[src/rtl/rx_sample_sequencer_pkg.sv]
// Shared definitions for the RX sample sequencer: FSM state encoding,
// words written per channel per sample, and helpers deriving the
// half-buffer (H) and full-buffer (2H) sizes from the block parameters.
package rx_sample_sequencer_pkg;

  typedef enum logic [1:0] {
    IDLE = 2'd0,
    RD_I = 2'd1,
    RD_Q = 2'd2,
    RD_P = 2'd3
  } seq_state_t;

  localparam int WORDS_PER_SAMP = 3;

  localparam int DEF_RX_CHANS = 4;
  localparam int DEF_NSAMPS   = 170;
  localparam int DEF_AW       = 12;

  // H: words in one half of the double-buffered sample RAM
  function automatic int half_words(input int nsamps, input int chans);
    return nsamps * chans * WORDS_PER_SAMP;
  endfunction

  // 2H: words in the whole sample RAM, the write-pointer modulus
  function automatic int buf_words(input int nsamps, input int chans);
    return 2 * half_words(nsamps, chans);
  endfunction

endpackage

[src/rtl/rx_sample_sequencer_if.sv]
// Channel read-mux and sample-buffer write port of the sequencer.
// The master side (sequencer) drives selects and buffer writes and
// receives the muxed channel word; the slave side is the datapath/RAM.
interface rx_sample_sequencer_if
  import rx_sample_sequencer_pkg::*;
#(
  parameter int RX_CHANS = DEF_RX_CHANS,
  parameter int AW       = DEF_AW
) ();

  logic [RX_CHANS-1:0] rx_sel;
  logic                rd_i;
  logic                rd_q;
  logic [15:0]         rx_din;
  logic                wr_en;
  logic [AW-1:0]       wr_addr;
  logic [15:0]         wr_data;
  logic                buf_ready;
  logic                buf_half;

  modport master (
    output rx_sel, rd_i, rd_q, wr_en, wr_addr, wr_data, buf_ready, buf_half,
    input  rx_din
  );

  modport slave (
    input  rx_sel, rd_i, rd_q, wr_en, wr_addr, wr_data, buf_ready, buf_half,
    output rx_din
  );

endinterface

[src/rtl/rx_seq_ptr.sv]
// Sample-buffer write pointer: counts modulo 2H (not 2^AW) and flags
// when it sits on the last word of either half.
module rx_seq_ptr
  import rx_sample_sequencer_pkg::*;
#(
  parameter int RX_CHANS = DEF_RX_CHANS,
  parameter int NSAMPS   = DEF_NSAMPS,
  parameter int AW       = DEF_AW
) (
  input  logic          adc_clk,
  input  logic          reset_n,
  input  logic          clear,
  input  logic          inc,
  output logic [AW-1:0] ptr,
  output logic          last_h0,
  output logic          last_h1
);

  localparam logic [AW-1:0] LAST0 = AW'(half_words(NSAMPS, RX_CHANS) - 1);
  localparam logic [AW-1:0] LAST1 = AW'(buf_words(NSAMPS, RX_CHANS) - 1);

  // Advance after every buffer write, wrapping at 2H; clear restarts at 0
  always_ff @(posedge adc_clk or negedge reset_n) begin
    if (!reset_n) begin
      ptr <= '0;
    end else if (clear) begin
      ptr <= '0;
    end else if (inc) begin
      ptr <= (ptr == LAST1) ? '0 : ptr + AW'(1);
    end
  end

  assign last_h0 = (ptr == LAST0);
  assign last_h1 = (ptr == LAST1);

endmodule

[src/rtl/rx_sample_sequencer.sv]
// Walks all RX channels on each decimated-sample strobe, reading I, Q and
// the packed word of each channel into the double-buffered sample RAM.
// Signals half-buffer completion and flags strobes that arrive mid-burst.
module rx_sample_sequencer
  import rx_sample_sequencer_pkg::*;
#(
  parameter int RX_CHANS = DEF_RX_CHANS,
  parameter int NSAMPS   = DEF_NSAMPS,
  parameter int AW       = DEF_AW
) (
  input  logic                 adc_clk,
  input  logic                 reset_n,
  input  logic                 enable,
  input  logic                 rx_avail,
  input  logic                 ovr_clr,
  output logic                 overrun,
  rx_sample_sequencer_if.master bus
);

  localparam int              CH_W    = (RX_CHANS > 1) ? $clog2(RX_CHANS) : 1;
  localparam logic [CH_W-1:0] CH_LAST = CH_W'(RX_CHANS - 1);

  seq_state_t          state, state_next;
  logic [CH_W-1:0]     ch, ch_next;
  logic [RX_CHANS-1:0] sel_next, rx_sel_q;
  logic                rd_i_next, rd_q_next, wr_en_next;
  logic                rd_i_q, rd_q_q, wr_en_q;
  logic                enable_d;
  logic                ptr_clear, ovr_set;
  logic                last_h0, last_h1;
  logic                buf_ready_q, buf_half_q;
  logic [AW-1:0]       ptr;

  assign ptr_clear = enable && !enable_d && (state == IDLE);
  assign ovr_set   = rx_avail && enable && (state != IDLE);

  rx_seq_ptr #(
    .RX_CHANS (RX_CHANS),
    .NSAMPS   (NSAMPS),
    .AW       (AW)
  ) u_ptr (
    .adc_clk (adc_clk),
    .reset_n (reset_n),
    .clear   (ptr_clear),
    .inc     (wr_en_q),
    .ptr     (ptr),
    .last_h0 (last_h0),
    .last_h1 (last_h1)
  );

  // Next state/channel, and the read/write controls that state will drive
  always_comb begin
    state_next = state;
    ch_next    = ch;
    case (state)
      IDLE: begin
        if (rx_avail && enable) begin
          state_next = RD_I;
          ch_next    = '0;
        end
      end
      RD_I: state_next = RD_Q;
      RD_Q: state_next = RD_P;
      RD_P: begin
        if (ch == CH_LAST) begin
          state_next = IDLE;
        end else begin
          state_next = RD_I;
          ch_next    = ch + CH_W'(1);
        end
      end
      default: state_next = IDLE;
    endcase
    wr_en_next = (state_next != IDLE);
    rd_i_next  = (state_next == RD_I);
    rd_q_next  = (state_next == RD_Q);
    sel_next   = wr_en_next ? (RX_CHANS'(1) << ch_next) : '0;
  end

  // State, channel and registered mux/write controls
  always_ff @(posedge adc_clk or negedge reset_n) begin
    if (!reset_n) begin
      state    <= IDLE;
      ch       <= '0;
      rx_sel_q <= '0;
      rd_i_q   <= 1'b0;
      rd_q_q   <= 1'b0;
      wr_en_q  <= 1'b0;
    end else begin
      state    <= state_next;
      ch       <= ch_next;
      rx_sel_q <= sel_next;
      rd_i_q   <= rd_i_next;
      rd_q_q   <= rd_q_next;
      wr_en_q  <= wr_en_next;
    end
  end

  // Enable history, sticky overrun (set beats clear), half-buffer pulse
  always_ff @(posedge adc_clk or negedge reset_n) begin
    if (!reset_n) begin
      enable_d    <= 1'b0;
      overrun     <= 1'b0;
      buf_ready_q <= 1'b0;
      buf_half_q  <= 1'b0;
    end else begin
      enable_d <= enable;
      if (ovr_set) begin
        overrun <= 1'b1;
      end else if (ovr_clr) begin
        overrun <= 1'b0;
      end
      buf_ready_q <= wr_en_q && (last_h0 || last_h1);
      if (wr_en_q && (last_h0 || last_h1)) begin
        buf_half_q <= last_h1;
      end
    end
  end

  assign bus.rx_sel    = rx_sel_q;
  assign bus.rd_i      = rd_i_q;
  assign bus.rd_q      = rd_q_q;
  assign bus.wr_en     = wr_en_q;
  assign bus.wr_addr   = ptr;
  assign bus.wr_data   = bus.rx_din;
  assign bus.buf_ready = buf_ready_q;
  assign bus.buf_half  = buf_half_q;

endmodule

[src/flat_wrapper.sv]
// flat-port wrapper written by rule: the top's interface ports become plain ports
module rx_sample_sequencer_flat import rx_sample_sequencer_pkg::*;
#(
  parameter int RX_CHANS = DEF_RX_CHANS,
  parameter int NSAMPS   = DEF_NSAMPS,
  parameter int AW       = DEF_AW
)
  (adc_clk, reset_n, enable, rx_avail, ovr_clr, overrun, bus_rx_sel, bus_rd_i, bus_rd_q, bus_wr_en, bus_wr_addr, bus_wr_data, bus_buf_ready, bus_buf_half, bus_rx_din);
  rx_sample_sequencer_if #(.RX_CHANS(RX_CHANS), .AW(AW)) bus_i ();
  input  logic adc_clk;
  input  logic reset_n;
  input  logic enable;
  input  logic rx_avail;
  input  logic ovr_clr;
  output logic overrun;
  output wire logic [$bits(bus_i.rx_sel)-1:0] bus_rx_sel;
  output wire logic [$bits(bus_i.rd_i)-1:0] bus_rd_i;
  output wire logic [$bits(bus_i.rd_q)-1:0] bus_rd_q;
  output wire logic [$bits(bus_i.wr_en)-1:0] bus_wr_en;
  output wire logic [$bits(bus_i.wr_addr)-1:0] bus_wr_addr;
  output wire logic [$bits(bus_i.wr_data)-1:0] bus_wr_data;
  output wire logic [$bits(bus_i.buf_ready)-1:0] bus_buf_ready;
  output wire logic [$bits(bus_i.buf_half)-1:0] bus_buf_half;
  input wire logic [$bits(bus_i.rx_din)-1:0] bus_rx_din;
  assign bus_rx_sel = bus_i.rx_sel;
  assign bus_rd_i = bus_i.rd_i;
  assign bus_rd_q = bus_i.rd_q;
  assign bus_wr_en = bus_i.wr_en;
  assign bus_wr_addr = bus_i.wr_addr;
  assign bus_wr_data = bus_i.wr_data;
  assign bus_buf_ready = bus_i.buf_ready;
  assign bus_buf_half = bus_i.buf_half;
  assign bus_i.rx_din = bus_rx_din;
  rx_sample_sequencer #(.RX_CHANS(RX_CHANS), .NSAMPS(NSAMPS), .AW(AW)) u_core (.adc_clk(adc_clk), .reset_n(reset_n), .enable(enable), .rx_avail(rx_avail), .ovr_clr(ovr_clr), .overrun(overrun), .bus(bus_i));
endmodule
[config.mk]
export PLATFORM = sky130hd
export DESIGN_NAME = rx_sample_sequencer_flat
export DESIGN_NICKNAME = d
export VERILOG_FILES = /design/src/rtl/rx_sample_sequencer_pkg.sv /design/src/rtl/rx_sample_sequencer_if.sv /design/src/rtl/rx_seq_ptr.sv /design/src/rtl/rx_sample_sequencer.sv /design/src/flat_wrapper.sv
export SDC_FILE = /design/constraint.sdc
export NUM_CORES = 1
export LEC_CHECK = 0
export CORE_AREA = 3 3 61 63
export CTS_CLUSTER_DIAMETER = 120
export DETAILED_ROUTE_END_ITERATION = 6
export DIE_AREA = 0 0 64 66
export GPL_TIMING_DRIVEN = 0
export PLACE_DENSITY = 0.86
export SKIP_CTS_REPAIR_TIMING = 1
export SYNTH_ARGS = -nofsm -noshare
export SYNTH_HDL_FRONTEND = slang
export SYNTH_SLANG_ARGS = --single-unit
export TNS_END_PERCENT = 30
[constraint.sdc]
create_clock -name adc_clk -period 4.1 [get_ports adc_clk]
set_input_delay 0.82 -clock adc_clk [delete_from_list [all_inputs] [get_ports adc_clk]]
set_output_delay 0.82 -clock adc_clk [all_outputs]
set_load 0.005 [all_outputs]
==> metrics.md <==
| Metric | Value |
|---|---|
| Initial Util | 42.40% |
| Vias in the first global route | 1045 |
| Final antenna-violating net count | 0 |
| Cell Area, Synth | 1393 sq um |
| 1st-iter DRT viols | 26 |
| Worst Path Required | roughly 3.3 ns |
| Num CTS Buffers | 3 |
| Number of setup violations in the final report | 0 |
| DP Cell Count | between 200 and 250 |
| Synth top area share | around half |
| CP Capture Type | output pin |
| Io pins | roughly 60 |
| Largest net degree at the start of global routing | 28 |
| Routed WL per cell | 11.94 microns |
| Register area share after synthesis | 48.52% |
| GRT Util Overall | between 10 and 15% |
| R2R Path Start | u_core.state[0] |
| DRT Pass-1 Iters | 2 |
| YS warnings | 0 |
| Hold Startpoint | u_core.bus.buf_half |
| Tmin final | 2.206 ns |
| Hold Crit Class | flop to flop |
| Worst-margin pin slew | 1.112 ns |
| Vias per cell | approximately 4.9 |
| Critical path class | input port to output pin |
| Number of flops mapped to enable cells by yosys | 0 |
| Metal2 WL | between 1000 and 1500 microns |
| Peak supply drop | just under 0.4 mV |
| Power consumption | 0.0009973 W |
| Drt drc | 0 |
| Post-Synth Adder-Cell Area | about 3.6% |
| Largest stage delay on the critical path | 0.49 ns |
| Mapped Cells | 135 |
| Die ar. | approximately 4200 sq um |
| Drt total wl | 2710 microns |
| # clock sinks | 27 |
| Num rows | 21 |
| Worst path cell trace | buf_4 -> clkdlybuf4s50_1 |
| Vias | 1108 |
| # fillers | between 200 and 300 |
| Status | finished clean |
| CP Launch Type | input port |
| GRT Residual Overflow | 0 |
| I/O Buffers | 42 |
| Bufs and invs on worst path | 2 |
| Die X | 64 microns |
| Critical Path Slowest Stage Cell | clkdlybuf4s50_1 |
| RSZ-0062 raised after global routing | no |
| Fin crit share | 53.80% |
| Area of the core | 3284 sq um |
| Max-slew headroom | between 20% and 30% |
| Finished Layout Cells | ~230 |
| Netlist cell types | 39 |
| Sw Ratio | 35.65% |
| Reg2reg setup slack | 2.31 ns |
| Top layer in use | met4 |
| Placer congestion estimate | 0.7618 |
| Predominant post-synthesis flop cell | dfrtp_1 |
| Worst-path clk slew | 0.13 ns |
| CTS tree | done |
| Final hold slack | 0.5504 ns |
| Post-synth ARST share | 100.0% |
| Worst hold endpoint | u_core.bus.buf_half |
| Psw | 0.0003556 W |
| WHS Path Cells | 2 |
| Main combinational cell family by area after synthesis | simple AND/OR/NAND/NOR gates |
| Clk_skew | between 0.01 and 0.015 ns |
| Average size of a mapped cell | 10.32 sq um |
| P&R area growth vs syn | 36.57% |
| Max Root-Sink Buffers | 2 |
| Mux contribution to synthesized area | less than 1% |
| Share of post-route cells with drive strength above 1 | 15.47% |
| Post-synth top area cell | dfrtp_1 |
| Length of routed met3 wiring | 219 microns |
| Nets@finish | between 200 and 250 |
| #FFs+latches synth | 27 |
| Die Height | 66 microns |
| Fin. max-slew vios | 0 |
| H-tree lvl count | 1 |
| Initial antenna violation count | 0 |
| RR Endpoint | u_core.bus.rx_sel[1] |
| Synth top area cells | dfrtp_1, buf_4, xor2_1 |
| Antenna cells | 0 |
| Met1 wire length | between 1000 and 1500 microns |
| Clk Latency, worst-skew pair | 0.33 ns |
| Clk pwr share | 11.8% |
| Critical Path Fanout Max | 1 |
| First-pass GRT wire length | around 4600 microns |
| Post-synthesis compound-gate area fraction | 14.29% |
| Post-DP HPWL | 2117 microns |
| Core Util, Final | 57.90% |
| Leak pwr | 0.8630 nW |
| R2r worst-path depth | 7 |
| Seq pwr share | 41.0% |
| Hold Vio Cnt, Final | 0 |
| Setup TNS | 0 ns |
| P_int | 0.0006418 W |
| CTS Root Buffer Type | clkbuf_4 |
| Delay-heaviest family, CP | buffers and inverters |
| Logic gate share of total power | 47.2% |
| Post-Synth Simple-Gate Area | 15.81% |
| Post-synthesis xor/xnor area fraction | 4.403% |
| Synthesized Nets | 160 |
| Maxcap violations | 0 |
| Total power divided by cell area | 524.4 nW/um^2 |
| Arrival time of the worst setup path | 1.39 ns |
| Achievable Freq | between 400 and 500 MHz |
-- synthesized netlist by cell type (2+ instances only) --
library cell,count
or3_1,3
inv_1,7
dfrtp_1,27
buf_4,18
nand4_1,3
nand2_1,6
and2_1,3
xor2_1,7
nor2_1,9
o2111ai_1,5
a21oi_1,4
nor3b_1,2
o211ai_1,2
and3_1,4
ha_1,4
buf_2,2
o21ai_0,4
nand3_1,4
-- flip-flops by register name, summed over array words and instances (netlist names), 2 cells and up --
name / flops
u_core.ch: 2
u_core.bus.rx_sel: 4
u_core.u_ptr.ptr: 12
u_core.state: 2
-- cell type report --
class                      instances  area (sq um)  area share, %
clock inverter                     1         8.758         0.4605
buffer                            21         148.9          7.829
tap                               46         57.56          3.026
inverter                           7         26.28          1.382
timing repair buffer              42         420.4          22.11
sequential                        27         675.6          35.53
multi-input combinational         80         541.8          28.49
clock buffer                       3         22.52          1.184
-- per-layer routing --
metal / GRT usage (%) / vias to the layer above
li1: - / 550
met1: 15.93 / 519
met2: 23.48 / 37
met3: 4.762 / 2
met4: 2.965 / 0
met5: 0 / -
-- per-stage QoR --
stage                     instance area (sq um)  worst slack (ns)
after floorplan                            1393             2.342
after global placement                     1871             1.785
after detailed placement                   1871             1.731
after CTS                                  1902             1.890
after global routing                       1902             1.851
final                                      1902             1.894
-- worst max-delay path by stage --
stage	endpoint	cells after the start	from
after global placement	u_core.u_ptr.ptr[11]	6	enable
after CTS	bus_wr_data[1]	2	bus_rx_din[1]
final	bus_wr_data[8]	2	bus_rx_din[8]
after floorplan	u_core.u_ptr.ptr[11]	5	enable
after global routing	bus_wr_addr[10]	1	u_core.u_ptr.ptr[10]
after detailed placement	u_core.u_ptr.ptr[0]	6	enable
-- layout by cell type (no fill, tap or decap), drive strengths merged, types with 2 or more instances in the layout --
cell           count
clkbuf             4
buf               20
nor2              10
inv                8
nand4              3
o21ai              4
and3               4
ha                 4
clkdlybuf4s50     42
and2               3
or3                3
o211ai             2
xor2               7
o2111ai            5
nand2              6
nor3b              2
nand3              4
dfrtp             27
a21oi              4
-- logic make-up after synthesis --
logic type	count (synthesis)
and+or+nand+nor	41
adders and majority gates	4
muxes	1
AOI/OAI and AO/OA	27
buffers and inverters	28
DFF	27
xor gates and xnor gates	7
-- power by group through the flow --
stage / clock network, W / logic, W / registers, W
2_1_floorplan: 0 / 0.000271 / 0.000410
3_3_place_gp: 0 / 0.000461 / 0.000413
3_5_place_dp: 0 / 0.000472 / 0.000414
4_1_cts: 0.000124 / 0.000476 / 0.000409
5_1_grt: 0.000138 / 0.000529 / 0.000421
6_report: 0.000117 / 0.000471 / 0.000409
(Power assumes the default switching activity.)
